===== src/rtl/pipe_hazard_ctrl.sv =====
// Hazard and sequencing controller for the 5-stage MIPS pipeline: stall/flush
// control of PC, IF/ID and ID/EX plus multiply/divide occupancy tracking.
module pipe_hazard_ctrl #(
    parameter int MULT_LAT = 4,
    parameter int DIV_LAT  = 32
) (
    input  logic        clk,
    input  logic        rst,
    input  logic [4:0]  ID_rs,
    input  logic [4:0]  ID_rt,
    input  logic        ID_UsesRt,
    input  logic        ID_Jump,
    input  logic        ID_MdStart,
    input  logic        ID_MdOp,
    input  logic        ID_MdRead,
    input  logic        EXE_ReadMen,
    input  logic [4:0]  EXE_Rw,
    input  logic        EXE_BrTaken,
    output logic        PC_WR,
    output logic        IF_ID_WR,
    output logic        IF_ID_FLUSH,
    output logic        ID_EX_WR,
    output logic        ID_EX_FLUSH,
    output logic        MD_Busy,
    output logic        MD_Done,
    output logic [31:0] StallCnt
);

    typedef enum logic {IDLE, BUSY} md_state_e;

    localparam logic [5:0] MULT_CNT = 6'(MULT_LAT - 1);
    localparam logic [5:0] DIV_CNT  = 6'(DIV_LAT - 1);

    md_state_e   state_q, state_d;
    logic [5:0]  cnt_q, cnt_d;
    logic [31:0] stall_cnt_q, stall_cnt_d;

    logic md_busy;
    logic load_hz;
    logic md_hz;
    logic stall;
    logic start_acc;

    // Busy is forced low while reset is held so no hazard is raised from a stale FSM.
    always_comb begin
        md_busy   = (state_q == BUSY) & ~rst;
        load_hz   = EXE_ReadMen & (EXE_Rw != 5'd0) &
                    ((EXE_Rw == ID_rs) | (ID_UsesRt & (EXE_Rw == ID_rt)));
        md_hz     = md_busy & (ID_MdRead | ID_MdStart);
        stall     = (load_hz | md_hz) & ~EXE_BrTaken;
        start_acc = ID_MdStart & ~stall & ~EXE_BrTaken;
    end

    always_comb begin
        PC_WR       = 1'b1;
        IF_ID_WR    = 1'b1;
        IF_ID_FLUSH = 1'b0;
        ID_EX_WR    = 1'b1;
        ID_EX_FLUSH = 1'b0;
        if (rst || EXE_BrTaken) begin
            IF_ID_FLUSH = 1'b1;
            ID_EX_FLUSH = 1'b1;
        end else if (stall) begin
            PC_WR       = 1'b0;
            IF_ID_WR    = 1'b0;
            ID_EX_FLUSH = 1'b1;
        end else if (ID_Jump) begin
            IF_ID_FLUSH = 1'b1;
        end
    end

    always_comb begin
        state_d = state_q;
        cnt_d   = cnt_q;
        case (state_q)
            IDLE: begin
                if (start_acc) begin
                    state_d = BUSY;
                    cnt_d   = ID_MdOp ? DIV_CNT : MULT_CNT;
                end
            end
            BUSY: begin
                if (cnt_q == 6'd0) begin
                    state_d = IDLE;
                end else begin
                    cnt_d = cnt_q - 6'd1;
                end
            end
            default: state_d = IDLE;
        endcase
    end

    always_comb begin
        stall_cnt_d = stall_cnt_q;
        if (stall && (stall_cnt_q != 32'hFFFF_FFFF)) begin
            stall_cnt_d = stall_cnt_q + 32'd1;
        end
    end

    always_ff @(posedge clk) begin
        if (rst) begin
            state_q     <= IDLE;
            cnt_q       <= 6'd0;
            stall_cnt_q <= 32'd0;
        end else begin
            state_q     <= state_d;
            cnt_q       <= cnt_d;
            stall_cnt_q <= stall_cnt_d;
        end
    end

    assign MD_Busy  = md_busy;
    assign MD_Done  = md_busy & (cnt_q == 6'd0);
    assign StallCnt = stall_cnt_q;

endmodule

===== config.mk =====
export PLATFORM = sky130hd
export DESIGN_NAME = pipe_hazard_ctrl
export DESIGN_NICKNAME = d
export VERILOG_FILES = /design/src/rtl/pipe_hazard_ctrl.sv
export SDC_FILE = /design/constraint.sdc
export NUM_CORES = 1
export LEC_CHECK = 0
export CORE_MARGIN = 5
export CORE_UTILIZATION = 40
export DETAILED_ROUTE_END_ITERATION = 10
export PLACE_DENSITY = 0.72
export SYNTH_ARGS = -nofsm -noshare
export SYNTH_HDL_FRONTEND = slang
export SYNTH_SLANG_ARGS = --single-unit

===== constraint.sdc =====
create_clock -name clk -period 2.24 [get_ports clk]
set_input_delay 0.224 -clock clk [delete_from_list [all_inputs] [get_ports clk]]
set_output_delay 0.224 -clock clk [all_outputs]
set_load 0.02 [all_outputs]

==> results.sh, run 1 <==
export IMPL_status="completed"
export IMPL_finalHoldWorstSlack_ps=488
export IMPL_cts_num_sinks=39
export IMPL_clk_pin_slew_ps=70
export IMPL_synthFlopType="dfxtp_1"
export IMPL_maxUsedRoutingLayer="met4"
export IMPL_fin_tns_setup_ps=0
export IMPL_cts_tree="yes"
export IMPL_syn_inst=270
export IMPL_intPower_mw=1.27
export IMPL_synth_fp_nets=296
export IMPL_cp_start_kind="input port"
export IMPL_cp_slowest_cell="clkdlybuf4s50_1"
export IMPL_antenna_left=0
export IMPL_drv_cap=0
export IMPL_fmax_mhz=461
export IMPL_syn_cell_area_mm2=0.00212
export IMPL_layout_commonest_cell="clkdlybuf4s50_1"
export IMPL_stdcell_count=430
export IMPL_dp_hpwl_um=4310
export IMPL_rows=26
export IMPL_crit_family="buffers and inverters"
export IMPL_wl_per_cell_um=13.7
export IMPL_portBuffers=61
export IMPL_cts_made_buffers=5
export IMPL_synth_compound_gate_area_share=0.111
export IMPL_num_io_pins=63
export IMPL_syn_area_per_cell_um2=7.86
export IMPL_core_area_mm2=0.00514
export IMPL_initial_core_util=0.413
export IMPL_yosysWarnings=0
export IMPL_die_x_um=82.8
export IMPL_worstPathArrival_ps=2390
export IMPL_drt_iter0_drc=114
export IMPL_grt_pass1_wl_um=9630
export IMPL_postPlaceCellArea_mm2=0.00297
export IMPL_hold_path_class="flop to flop"
export IMPL_vias_per_cell=5.26
export IMPL_cts_max_level=2
export IMPL_final_nets=385
export IMPL_synth_adder_area_share=0.0118
export IMPL_grt_overflow_total=0
export IMPL_fin_area_mm2=0.00320
export IMPL_setup_viol=0
export IMPL_worstPathCellList="clkdlybuf4s50_1 > buf_4 > xnor2_1 > nand3_1 > o22a_1 > o21ai_4 > buf_12 > nand3_2 > buf_6 > or3_4 > a21oi_2"
export IMPL_layout_common_cells="57 x clkdlybuf4s50_1, 44 x nor2_1, 39 x dfxtp_1"
export IMPL_p_switching_uw=360
export IMPL_async_reset_ff_frac=0
export IMPL_vias=2262
export IMPL_die_area_mm2=0.00686
export IMPL_synth_distinct_cells=40
export IMPL_total_power_mw=1.63
export IMPL_cts_max_path_buffers=2
export IMPL_critPathBufInv=4
export IMPL_synth_simple_gate_area_share=0.339
export IMPL_reg2reg_slack_ps=150
export IMPL_p_clk_frac=0.422
export IMPL_routed_wl_um=5900
export IMPL_power_frac_seq=0.439
export IMPL_layout_drive_gt1_share=0.158
export IMPL_vdd_drop_max_mv=0.267
export IMPL_drc=0
export IMPL_p_per_area_mw_per_mm2=510
export IMPL_dr_pass1_iters=4
export IMPL_antenna_found_initial=0
export IMPL_worstPathRequired_ps=2460
export IMPL_grtUsageTotal=0.164
export IMPL_gp_congestion=0.826
export IMPL_syn2layout_area_growth_pct=50.9
export IMPL_ys_ff_latch=39
export IMPL_synth_edf_count=0
export IMPL_critPathKind="input port to flop"
export IMPL_period_needed_ps=2170
export IMPL_synth_mux_area_frac=0.00531
export IMPL_grt_pass1_vias=2200
export IMPL_max_stage_delay_ps=410
export IMPL_fin_crit_sh=0.969
export IMPL_dp_cells=416
export IMPL_root_buffer="clkbuf_8"
export IMPL_synth_top_family_by_area="simple AND/OR/NAND/NOR gates"
export IMPL_insertion_delay_ps=290
export IMPL_switching_share=0.221
export IMPL_fp_dieH_um=82.8
export IMPL_clock_skew_ps=8.38
export IMPL_pwr_share_comb=0.139
export IMPL_ctsHoldBuffers=0
export IMPL_drv_slew=0
export IMPL_n_antenna_cell=0
export IMPL_drt_met1_wl_um=2530
export IMPL_ys_seq_area_frac=0.368
export IMPL_end_kind="flop"
export IMPL_synth_xor_area_frac=0.132
export IMPL_grt_max_degree=40
export IMPL_path_max_fanout=8
export IMPL_p_leak_nw=1.17
export IMPL_routed_wl_met2_um=2880
export IMPL_hold_violations=0
export IMPL_wl_met3_um=412
==> path summary, 6_finish.rpt <==
check / cells after the start / end / startpoint
worst min-delay path: 1 / cnt_q[5] / cnt_q[5]
worst max register to register: 9 / StallCnt[15] / StallCnt[0]
worst min register to register: 1 / cnt_q[5] / cnt_q[5]
worst max-delay path: 11 / StallCnt[15] / EXE_Rw[1]
==> metal layers <==
layer  track usage  vias up
met4        0.0579        0
li1              -     1119
met5             0        -
met3        0.0356       10
met1         0.191     1055
met2         0.292       78
==> stage by stage <==
step                       util  setup WS (ps)
after floorplan               -           37.3
after CTS                 0.606           2.14
after global routing      0.623          -26.0
after detailed placement  0.578           -382
final                     0.623           69.3
after global placement    0.578           -302
==> Yosys cell counts (2+ instances only) <==
cell type  count  share of area
nand4_1       12          0.035
o21ai_0       10          0.024
o31ai_1        3          0.011
ha_1           2          0.012
a21oi_1        8          0.019
nand2_1       28          0.050
nor4_1         4          0.012
or3_1          6          0.018
nor2_1        44          0.078
and2_1         3         0.0088
xnor2_1       10          0.041
or4_1          5          0.018
inv_1          3         0.0053
a211oi_1       2         0.0071
dfxtp_1       39           0.37
nand3_1       24          0.057
a32o_1         3          0.014
and3_1         8          0.024
clkbuf_1       9          0.016
nor2b_1        4          0.012
nand2b_1       2         0.0059
xor2_1        22          0.091
buf_4          2         0.0071
==> registers in the layout (all words and copies together) (netlist names) <==
name and flops:
StallCnt 32, state_q 1, cnt_q 6
==> logic make-up after synthesis <==
logic type	count (synthesis)
adder cells (fa/ha/maj)	2
flip-flops	39
multiplexers	1
XOR/XNOR	32
other	1
buffers and inverters	15
AO/OA/AOI/OAI	34
AND/OR/NAND/NOR	146
==> power by group through the flow <==
stage / clock network, mW / logic (mW) / registers, mW
6_report: 0.689 / 0.227 / 0.717
5_1_grt: 0.726 / 0.247 / 0.719
4_1_cts: 0.703 / 0.211 / 0.717
3_5_place_dp: 0 / 0.209 / 0.733
3_3_place_gp: 0 / 0.204 / 0.733
2_1_floorplan: 0 / 0.105 / 0.733
==> worst register-to-register path, cell delays in order, from the launching register on <==
cell,delay (ps)
dfxtp_1,320
ha_1,220
and2_1,170
and3_1,200
a41oi_2,230
buf_4,160
nand3_2,80
buf_6,140
or3_4,360
a21oi_2,130
==> final cells by class <==
cell class / count / area [µm²]
clock inverters: 2 / 60.1
repair buffers: 94 / 872
flip-flops and latches: 39 / 781
well taps: 70 / 87.6
inverters: 3 / 11.3
clock buffers: 6 / 72.6
multi-input cells: 216 / 1320
fillers: 485 / 1940
==> timing repair <==
item	CTS	global route
cloned	0	1
hold endpoints to repair	0	0
pin swaps	0	6
endpoints found under the setup margin	8	16
resized for setup	8	17
buffers inserted	0	5
Note: power is estimated with default switching activity, not from simulation.
==> inputs of run 2 (changes only) <==
CAP_MARGIN = 10   (was default)
==> results of run 2 <==
Same layout as run 1: the final DEF is identical, and so are final timing and power.
==> inputs of run 3 (changes only) <==
GPL_TIMING_DRIVEN = 0   (was default)
REMOVE_ABC_BUFFERS = 1   (was default)
==> run 3 against run 2 <==
Net effect:
- worst hold slack got worse by 8.3 ps
- worst setup slack got worse by 8.9 ps
- combinational power fell by 11%
- power fell by 4.8%
- first-iteration DRC count rose by 15%
- largest power group unchanged
==> results.sh, run 3 (same netlist as run 1, synthesis figures left out) <==
export IMPL_status="completed"
export IMPL_rsz0062_at_grt="yes"
export IMPL_path_max_fanout=7
export IMPL_cp_start_kind="flop"
export IMPL_antenna_found_initial=0
export IMPL_intPower_mw=1.16
export IMPL_cts_max_path_buffers=2
export IMPL_postPlaceCellArea_mm2=0.00276
export IMPL_drt_iter0_drc=131
export IMPL_drt_met1_wl_um=2710
export IMPL_p_per_area_mw_per_mm2=499
export IMPL_power_frac_seq=0.463
export IMPL_initial_core_util=0.413
export IMPL_layout_common_cells="51 x clkdlybuf4s50_1, 43 x nor2_1, 37 x dfxtp_1"
export IMPL_wl_met3_um=433
export IMPL_grt_overflow_total=0
export IMPL_root_buffer="clkbuf_8"
export IMPL_antenna_left=0
export IMPL_worstPathArrival_ps=2430
export IMPL_switching_share=0.250
export IMPL_grt_pass1_vias=2048
export IMPL_fmax_mhz=459
export IMPL_maxUsedRoutingLayer="met4"
export IMPL_dp_hpwl_um=3960
export IMPL_core_area_mm2=0.00514
export IMPL_drv_cap=0
export IMPL_clk_pin_slew_ps=90
export IMPL_dr_pass1_iters=4
export IMPL_end_kind="flop"
export IMPL_pwr_share_comb=0.130
export IMPL_fillers=484
export IMPL_syn2layout_area_growth_pct=46.9
export IMPL_p_switching_uw=389
export IMPL_cts_made_buffers=5
export IMPL_layout_drive_gt1_share=0.136
export IMPL_worstPathRequired_ps=2490
export IMPL_die_x_um=82.8
export IMPL_p_leak_nw=1.13
export IMPL_rows=26
export IMPL_critPathKind="flop to flop"
export IMPL_vias=2193
export IMPL_drc=0
export IMPL_num_io_pins=63
export IMPL_fin_area_mm2=0.00312
export IMPL_final_nets=370
export IMPL_routed_wl_um=6120
export IMPL_gp_congestion=0.797
export IMPL_insertion_delay_ps=300
export IMPL_maxSlewHeadroom=0.482
export IMPL_routed_wl_met2_um=2930
export IMPL_total_power_mw=1.55
export IMPL_cts_num_sinks=39
export IMPL_drv_slew=0
export IMPL_vdd_drop_max_mv=0.456
export IMPL_grtUsageTotal=0.173
export IMPL_largest_reg_flops=32
export IMPL_setup_viol=0
export IMPL_clock_skew_ps=9.52
export IMPL_grt_max_degree=42
export IMPL_fp_dieH_um=82.8
export IMPL_hold_path_class="input port to flop"
export IMPL_layout_commonest_cell="clkdlybuf4s50_1"
export IMPL_tightest_slew_ps=778
export IMPL_cts_tree="yes"
export IMPL_n_antenna_cell=0
export IMPL_vias_per_cell=5.28
export IMPL_p_clk_frac=0.407
export IMPL_fin_crit_sh=0.973
export IMPL_hold_violations=0
export IMPL_grt_pass1_wl_um=10000
export IMPL_cts_max_level=2
export IMPL_die_area_mm2=0.00686
export IMPL_wl_per_cell_um=14.7
export IMPL_period_needed_ps=2180
export IMPL_portBuffers=61
run 3: stage by stage:
step	setup WS [ps]	util	hold WS, ps	setup TNS [ps]	std cells
final	60.5	0.606	480	0	415
after global routing	-40.8	0.606	509	-114	415
after CTS	-0.677	0.585	474	-1.08	405
after detailed placement	-1080	0.537	477	-18010	389
after global placement	-1480	0.538	480	-35680	389
after floorplan	-577	-	293	-3840	258
run 3: power by group through the flow:
stage / registers, mW / clock network (mW) / logic [mW]
floorplan: 0.733 / 0 / 0.0927
CTS: 0.720 / 0.638 / 0.199
global placement: 0.735 / 0 / 0.176
global route: 0.723 / 0.662 / 0.218
detailed placement: 0.736 / 0 / 0.178
finish: 0.720 / 0.632 / 0.202
run 3: worst paths after layout:
path / end / cells after the start / slack (ps) / start
worst min-delay path: StallCnt[18] / 2 / 480 / rst
worst max-delay path: StallCnt[27] / 8 / 60 / StallCnt[0]
worst min register to register: cnt_q[5] / 1 / 500 / cnt_q[5]
worst max register to register: StallCnt[27] / 8 / 60 / StallCnt[0]
run 3: area by class of cell:
cell class | instances | area, µm² | area share
Sequential cell | 39 | 783 | 0.251
Clock buffer | 6 | 82.6 | 0.0265
Tap cell | 70 | 87.6 | 0.0281
Inverter | 3 | 11.3 | 0.00361
Clock inverter | 2 | 35.0 | 0.0112
Timing Repair Buffer | 77 | 734 | 0.236
Multi-Input combinational cell | 218 | 1380 | 0.444
run 3: critical path: stages (launching register included):
cell,delay (ps)
dfxtp_2,350
ha_2,190
and2_4,180
and3_2,250
a41oi_4,340
nand2_4,130
buf_4,170
or4_1,460
nand2_1,70
run 3: metal layers:
layer | track usage | vias up
met5 | 0 | -
met4 | 0.0565 | 0
met3 | 0.0406 | 5
met2 | 0.293 | 65
met1 | 0.216 | 1026
li1 | - | 1097
run 3: what timing repair did:
item	4_1_cts	5_1_grt
pin swaps	3	6
gates cloned	2	0
buffers inserted	6	10
endpoints found under the setup margin	35	19
hold buffers	0	0
resized for setup	28	11
